**src/rtl/reram_wb_ctrl.sv**
```systemverilog
// reram_wb_ctrl: Wishbone classic slave sitting in front of the ReRAM core.
// Each bus cycle becomes an EN/R_WB command strobe to the core. The strobe is
// held until the core returns func_ack. The block tracks core occupancy,
// aborts a command that gets no response within TIMEOUT_CYC, keeps sticky
// status flags and closes every bus cycle with a one-cycle wbs_ack_o.
//
// Ports:
//   wb_clk_i, wb_rst_i          clock, synchronous active-high reset
//   wbs_cyc_i/stb_i/we_i        Wishbone cycle, strobe and direction
//   wbs_sel_i                   byte select (ignored, full-word accesses only)
//   wbs_adr_i, wbs_dat_i        address and write data
//   wbs_ack_o, wbs_dat_o        one-cycle acknowledge and read data
//   EN, R_WB, core_dat_o        core command strobe, direction (1 = read), command word
//   read_data, func_ack         core read result and completion
//
// Register map (offset = adr[3:2]):
//   0 DATA    write issues a core write, read issues a core read
//   1 STATUS  {24'b0, ovf, unf, tmo, busy, occ[3:0]}
//             writing 1 to a flag bit (7 ovf, 6 unf, 5 tmo) clears that flag
//   2         reads 0, writes ignored
//   3         reads 0, writes ignored; when RERAM_WB_PERF_EN is defined it reads
//             {wr_done, rd_done} and any write clears both counters
//
// States:
//   IDLE  | waiting for a decoded bus request
//   WR    | core write in flight, EN high, R_WB low
//   RD    | core read in flight, EN and R_WB held high
//   DRAIN | waiting for func_ack to fall before responding
//   RESP  | issue the single-cycle wbs_ack_o
module reram_wb_ctrl #(
    parameter logic [31:0] BASE_ADDR   = 32'h3000_0000,
    parameter int          DEPTH       = 32,
    parameter int          TIMEOUT_CYC = 64,
    parameter logic [31:0] ERR_DATA    = 32'hDEAD_BEEF
) (
    input  logic        wb_clk_i,
    input  logic        wb_rst_i,
    input  logic        wbs_cyc_i,
    input  logic        wbs_stb_i,
    input  logic        wbs_we_i,
    input  logic [3:0]  wbs_sel_i,
    input  logic [31:0] wbs_adr_i,
    input  logic [31:0] wbs_dat_i,
    output logic        wbs_ack_o,
    output logic [31:0] wbs_dat_o,
    output logic        EN,
    output logic        R_WB,
    output logic [31:0] core_dat_o,
    input  logic [31:0] read_data,
    input  logic        func_ack
);

    localparam int OCC_W = $clog2(DEPTH + 1);
    localparam int TMR_W = $clog2(TIMEOUT_CYC + 1);
    localparam logic [OCC_W-1:0] OCC_MAX  = OCC_W'(DEPTH);
    localparam logic [TMR_W-1:0] TMR_LOAD = TMR_W'(TIMEOUT_CYC - 1);

    typedef enum logic [2:0] {IDLE, WR, RD, DRAIN, RESP} state_t;

    state_t           state;
    logic [OCC_W-1:0] occ;
    logic [TMR_W-1:0] timer;
    logic             ovf, unf, tmo;
`ifdef RERAM_WB_PERF_EN
    logic [15:0]      wr_done, rd_done;
`endif

    logic        decode, req;
    logic [1:0]  offset;
    logic [3:0]  occ_sat;
    logic [31:0] status_word;
    logic        unused_bits;

    assign decode      = (wbs_adr_i[31:4] == BASE_ADDR[31:4]);
    assign offset      = wbs_adr_i[3:2];
    // The master still holds stb during the ack cycle; it must not start a new request.
    assign req         = wbs_cyc_i & wbs_stb_i & decode & ~wbs_ack_o;
    assign occ_sat     = (occ > OCC_W'(15)) ? 4'hF : occ[3:0];
    assign status_word = {24'b0, ovf, unf, tmo, (state != IDLE), occ_sat};
    assign unused_bits = ^{wbs_sel_i, wbs_adr_i[1:0]};

    always_ff @(posedge wb_clk_i) begin
        if (wb_rst_i) begin
            state      <= IDLE;
            occ        <= '0;
            timer      <= '0;
            ovf        <= 1'b0;
            unf        <= 1'b0;
            tmo        <= 1'b0;
            EN         <= 1'b0;
            R_WB       <= 1'b0;
            wbs_ack_o  <= 1'b0;
            wbs_dat_o  <= '0;
            core_dat_o <= '0;
`ifdef RERAM_WB_PERF_EN
            wr_done    <= '0;
            rd_done    <= '0;
`endif
        end else begin
            wbs_ack_o <= 1'b0;
            case (state)
                IDLE: begin
                    if (req) begin
                        wbs_dat_o <= '0;
                        timer     <= TMR_LOAD;
                        state     <= RESP;
                        case (offset)
                            2'd0: begin
                                if (wbs_we_i) begin
                                    if (occ < OCC_MAX) begin
                                        state      <= WR;
                                        EN         <= 1'b1;
                                        R_WB       <= 1'b0;
                                        core_dat_o <= wbs_dat_i;
                                    end else begin
                                        ovf <= 1'b1;
                                    end
                                end else begin
                                    if (occ != '0) begin
                                        state <= RD;
                                        EN    <= 1'b1;
                                        R_WB  <= 1'b1;
                                    end else begin
                                        unf       <= 1'b1;
                                        wbs_dat_o <= ERR_DATA;
                                    end
                                end
                            end
                            2'd1: begin
                                if (wbs_we_i) begin
                                    if (wbs_dat_i[7]) ovf <= 1'b0;
                                    if (wbs_dat_i[6]) unf <= 1'b0;
                                    if (wbs_dat_i[5]) tmo <= 1'b0;
                                end else begin
                                    wbs_dat_o <= status_word;
                                end
                            end
                            2'd2: ;
                            default: begin
`ifdef RERAM_WB_PERF_EN
                                if (wbs_we_i) begin
                                    wr_done <= '0;
                                    rd_done <= '0;
                                end else begin
                                    wbs_dat_o <= {wr_done, rd_done};
                                end
`endif
                            end
                        endcase
                    end
                end
                WR, RD: begin
                    if (func_ack) begin
                        EN    <= 1'b0;
                        R_WB  <= 1'b0;
                        state <= DRAIN;
                        if (state == WR) begin
                            if (occ != OCC_MAX) occ <= occ + 1'b1;
`ifdef RERAM_WB_PERF_EN
                            wr_done <= wr_done + 16'd1;
`endif
                        end else begin
                            wbs_dat_o <= read_data;
                            if (occ != '0) occ <= occ - 1'b1;
`ifdef RERAM_WB_PERF_EN
                            rd_done <= rd_done + 16'd1;
`endif
                        end
                    end else if (timer == '0) begin
                        EN    <= 1'b0;
                        R_WB  <= 1'b0;
                        tmo   <= 1'b1;
                        state <= DRAIN;
                        if (state == RD) wbs_dat_o <= ERR_DATA;
                    end else begin
                        timer <= timer - 1'b1;
                    end
                end
                DRAIN: begin
                    // A func_ack still high here belongs to the command already counted.
                    if (!func_ack) state <= RESP;
                end
                RESP: begin
                    // A master that abandoned the cycle gets no acknowledge.
                    wbs_ack_o <= wbs_cyc_i;
                    state     <= IDLE;
                end
                default: state <= IDLE;
            endcase
        end
    end

endmodule

```
**config.mk**
```make
export PLATFORM = sky130hd
export DESIGN_NAME = reram_wb_ctrl
export DESIGN_NICKNAME = d
export VERILOG_FILES = /design/src/rtl/reram_wb_ctrl.sv
export SDC_FILE = /design/constraint.sdc
export NUM_CORES = 1
export LEC_CHECK = 0
export BUFFER_PORTS_ARGS = -buffer_cell sky130_fd_sc_hd__buf_2
export CAP_MARGIN = 30
export CELL_PAD_IN_SITES_DETAIL_PLACEMENT = 1
export CELL_PAD_IN_SITES_GLOBAL_PLACEMENT = 1
export CORE_MARGIN = 1.5
export CORE_UTILIZATION = 37
export CTS_CLUSTER_DIAMETER = 40
export DETAILED_ROUTE_END_ITERATION = 8
export GPL_TIMING_DRIVEN = 0
export HOLD_SLACK_MARGIN = 0.1
export PLACE_DENSITY = 0.95
export SYNTH_ARGS = -nofsm -noshare
export SYNTH_HDL_FRONTEND = slang
export SYNTH_SLANG_ARGS = --single-unit
```
**constraint.sdc**
```tcl
create_clock -name wb_clk_i -period 5.4 [get_ports wb_clk_i]
set_input_delay 0.54 -clock wb_clk_i [delete_from_list [all_inputs] [get_ports wb_clk_i]]
set_output_delay 0.54 -clock wb_clk_i [all_outputs]
set_load 0.01 [all_outputs]
```
==> run_results.csv <==
group,metric,value,unit
final_layout,share_of_cells_above_drive_strength_1,32.3,%
timing,slew-limit-headroom,23.5,%
synthesis,synth-seq-cells,86,
cts,cts-buffers-inserted,9,
final_layout,stdcell_count,770,
synthesis,async_reset_ff_share,0,%
cts,clk_transition_reported_paths,0.09,ns
drt,wirelength,13700,µm
cts,clock_tree_root_buffer_cell,"sky130_fd_sc_hd__clkbuf_8",
critical_path,critPathRequiredTime,5.65,ns
job,max_cap_violations,0,
drt,wl_per_cell,17.7,µm
cts,tritoncts_clock_tree,"done",
critical_path,crit_start,"state[0]$_SDFFE_PP0P_",
synthesis,ys_warn_count,0,
drt,final_routed_drc_violation_total,0,
place,hpwl_after_detailed_placement,10800,µm
final_layout,nFillCells,1348,
global_routing,gr-usage-all-layers,23.9,%
cts,clock_tree.htree_level_count,3,
drt,detailroute.via_count,4211,
timing,timing.final.crit_share,51.1,%
global_routing,first_pass_grt_wire_length,21400,µm
cts,cts-root-to-sink-buffers,2,
synthesis,ys_types,57,
floorplanning,core-area,10700,µm²
timing,hold_ws,0.405,ns
final_layout,area_growth,29.2,%
global_routing,grt_overflow,0,
global_routing,grt_pass1_vias,4406,
min_path,whs_path_depth,3,
synthesis,synth.area.top_cells,"sky130_fd_sc_hd__dfxtp_1 42%, sky130_fd_sc_hd__mux2i_1 11%, sky130_fd_sc_hd__nor2_1 5.1%",
final_layout,final_core_util,48.8,%
min_path,min-delay-path-class,"primary input to flip-flop",
power,power_density,220,nW/µm²
drt,ant_nets,0,
cts,cts_sinks,86,
timing,skew,0.0147,ns
floorplanning,floorplan.die.width,108,µm
timing,finalCriticalPeriod,2.76,ns
critical_path,crit_type,"flip-flop to flip-flop",
min_path,timing.hold.worst.start,"wbs_dat_i[25]",
drt,route.detailed.vias_per_inst,5.47,
critical_path,worstSetupStartpointType,"flip-flop",
drt,drt_pre_antenna_iters,4,
timing,fmax,0.363,GHz
synthesis,netlist.area_leader.share,42.4,%
synthesis,seq_area_frac_synth,42.4,%
timing,worst-slew-pin-transition,1.14,ns
synthesis,synth_cells,448,
timing,final_hold_viol_count,0,
place,gp_congestion,0.822,
place,numPortBuffers,165,
synthesis,synth_top_cells_by_count,"86 x sky130_fd_sc_hd__dfxtp_1, 55 x sky130_fd_sc_hd__nor2_1, 44 x sky130_fd_sc_hd__mux2i_1",
drt,drt-initial-drc-count,201,
power,power.static_leakage,2.27,nW
critical_path,r2r_setup_slack,2.64,ns
critical_path,critical_path.endpoint_type,"flip-flop",
timing,maxSlewViolCount,0,
synthesis,synth_top_area_cell,"sky130_fd_sc_hd__dfxtp_1",
synthesis,synth.most_common_cell,"sky130_fd_sc_hd__dfxtp_1",
timing,grt_setup_unrepaired,"no",
cts,clkLatencyLatePin,0.37,ns
outcome,run_status,"finished, final reports clean",
floorplanning,initial_core_util,37.8,%
synthesis,synth_nets,561,
power,peakVddDrop,0.000140,V
floorplanning,die_area,11600,µm²
critical_path,crit-reg2reg-capture,"occ[5]$_SDFFE_PP0P_",
place,place_inst,753,
synthesis,area_of_the_mapped_netlist,4060,µm²
synthesis,synth-edff-count,0,
global_routing,grt_start_max_net_pins,14,
synthesis,synth_ff_type,"sky130_fd_sc_hd__dfxtp_1",
final_layout,final_net_count,737,
global_routing,grt_antenna_before_repair,1,
critical_path,r2r.worst_path.cells,9,
timing,setup_total_negative_slack,0,ns
floorplanning,die_y,108,µm
critical_path,crit_path_max_fanout,10,
cts,cts_post_setup_buffers_inserted,0,
critical_path,worst-endpoint-arrival,3.01,ns
critical_path,timing.rr.start,"state[0]$_SDFFE_PP0P_",
power,power.total,1.15,mW
timing,timing.final.setup_violations,0,
cts,hold_buffers,0,
cts,cts_repair_resize_count,0,
floorplanning,floorplan.rows,38,
min_path,hold-path-endpoint,"core_dat_o[25]$_SDFFE_PP0P_",
synthesis,synth_area_per_cell,9.05,µm²
floorplanning,boundaryPins,173,
cells by family (layout without fill, tap and decap cells):
family	count (synthesis)	count (layout)	synth area share [%]
AO/OA/AOI/OAI	122	122	19.5
adder cells (fa/ha/maj)	7	7	2.34
XOR/XNOR	4	4	0.864
multiplexers	46	46	11.4
buffers and inverters	42	223	5.61
other	0	1	0
flip-flops	86	86	42.4
AND/OR/NAND/NOR	141	141	17.8
final cells by class:
class	count	area, µm²	area share [%]
Antenna cell	1	2.50	0.0477
Sequential cell	86	1720	32.8
Tap cell	140	175	3.34
Inverter	8	30.0	0.573
Clock inverter	5	50.0	0.955
Multi-Input combinational cell	320	2110	40.2
Clock buffer	11	131	2.51
Buffer	34	198	3.77
Timing Repair Buffer	165	826	15.8
worst max-delay path, stage by stage (launching register included):
cell and delay, ns:
sky130_fd_sc_hd__dfxtp_1 0.35, sky130_fd_sc_hd__buf_2 0.22, sky130_fd_sc_hd__or3b_1 0.39, sky130_fd_sc_hd__clkbuf_1 0.25, sky130_fd_sc_hd__ha_1 0.42, sky130_fd_sc_hd__o21ai_0 0.11, sky130_fd_sc_hd__nor2_1 0.20, sky130_fd_sc_hd__mux2i_1 0.23
sky130_fd_sc_hd__nand4_1 0.12, sky130_fd_sc_hd__mux2_1 0.35
sequential cells by signal (all words and copies together), names as in the netlist:
register,cells
core_dat_o,32
wbs_dat_o,32
timer,7
occ,6
state,3
EN,1
R_WB,1
ovf,1
tmo,1
unf,1
wbs_ack_o,1
report_power, final:
group	switching, mW	internal (mW)	total (mW)
clock network	0.236	0.211	0.447
logic	0.0373	0.0337	0.0710
registers	0.000000000209	0.633	0.633
per-layer routing:
layer	wire [µm]	part of all wire, %	global-route usage [%]	vias to the layer above
met5	0	0	0	-
met3	1120	8.2	5.75	19
met1	5440	40	26.0	2018
met2	6830	50	44.1	182
li1	-	-	-	1992
met4	281	2.1	9.87	0
how the worst max path moves through the flow:
stage,endpoint,slack [ns],depth (start not counted)
global placement,occ[5]$_SDFFE_PP0P_,2.90,9
floorplan,occ[5]$_SDFFE_PP0P_,3.09,9
detailed placement,occ[5]$_SDFFE_PP0P_,2.70,9
finish,occ[5]$_SDFFE_PP0P_,2.64,9
global route,occ[5]$_SDFFE_PP0P_,2.51,9
CTS,occ[5]$_SDFFE_PP0P_,2.66,9
stage by stage:
stage                     worst slack, ns  instance area [µm²]
after detailed placement             2.70                 5060
after global routing                 2.51                 5240
after global placement               2.90                 5060
after floorplan                      3.09                 4060
final                                2.64                 5240
after CTS                            2.66                 5240
layout by cell type, fill, tap and decap left out, types with 7 or more instances in the layout:
cell type	synthesis	final
sky130_fd_sc_hd__nand2_1	28	28
sky130_fd_sc_hd__mux2i_1	44	44
sky130_fd_sc_hd__clkbuf_1	20	22
sky130_fd_sc_hd__nor2_1	55	55
sky130_fd_sc_hd__buf_2	5	170
sky130_fd_sc_hd__o21ai_0	32	32
sky130_fd_sc_hd__inv_1	8	8
sky130_fd_sc_hd__a21oi_1	38	38
sky130_fd_sc_hd__o2111ai_1	17	17
sky130_fd_sc_hd__o221ai_1	7	7
sky130_fd_sc_hd__clkbuf_8	0	9
sky130_fd_sc_hd__nor3_1	10	10
sky130_fd_sc_hd__dfxtp_1	86	86
Power figures use the tool's default switching activity.
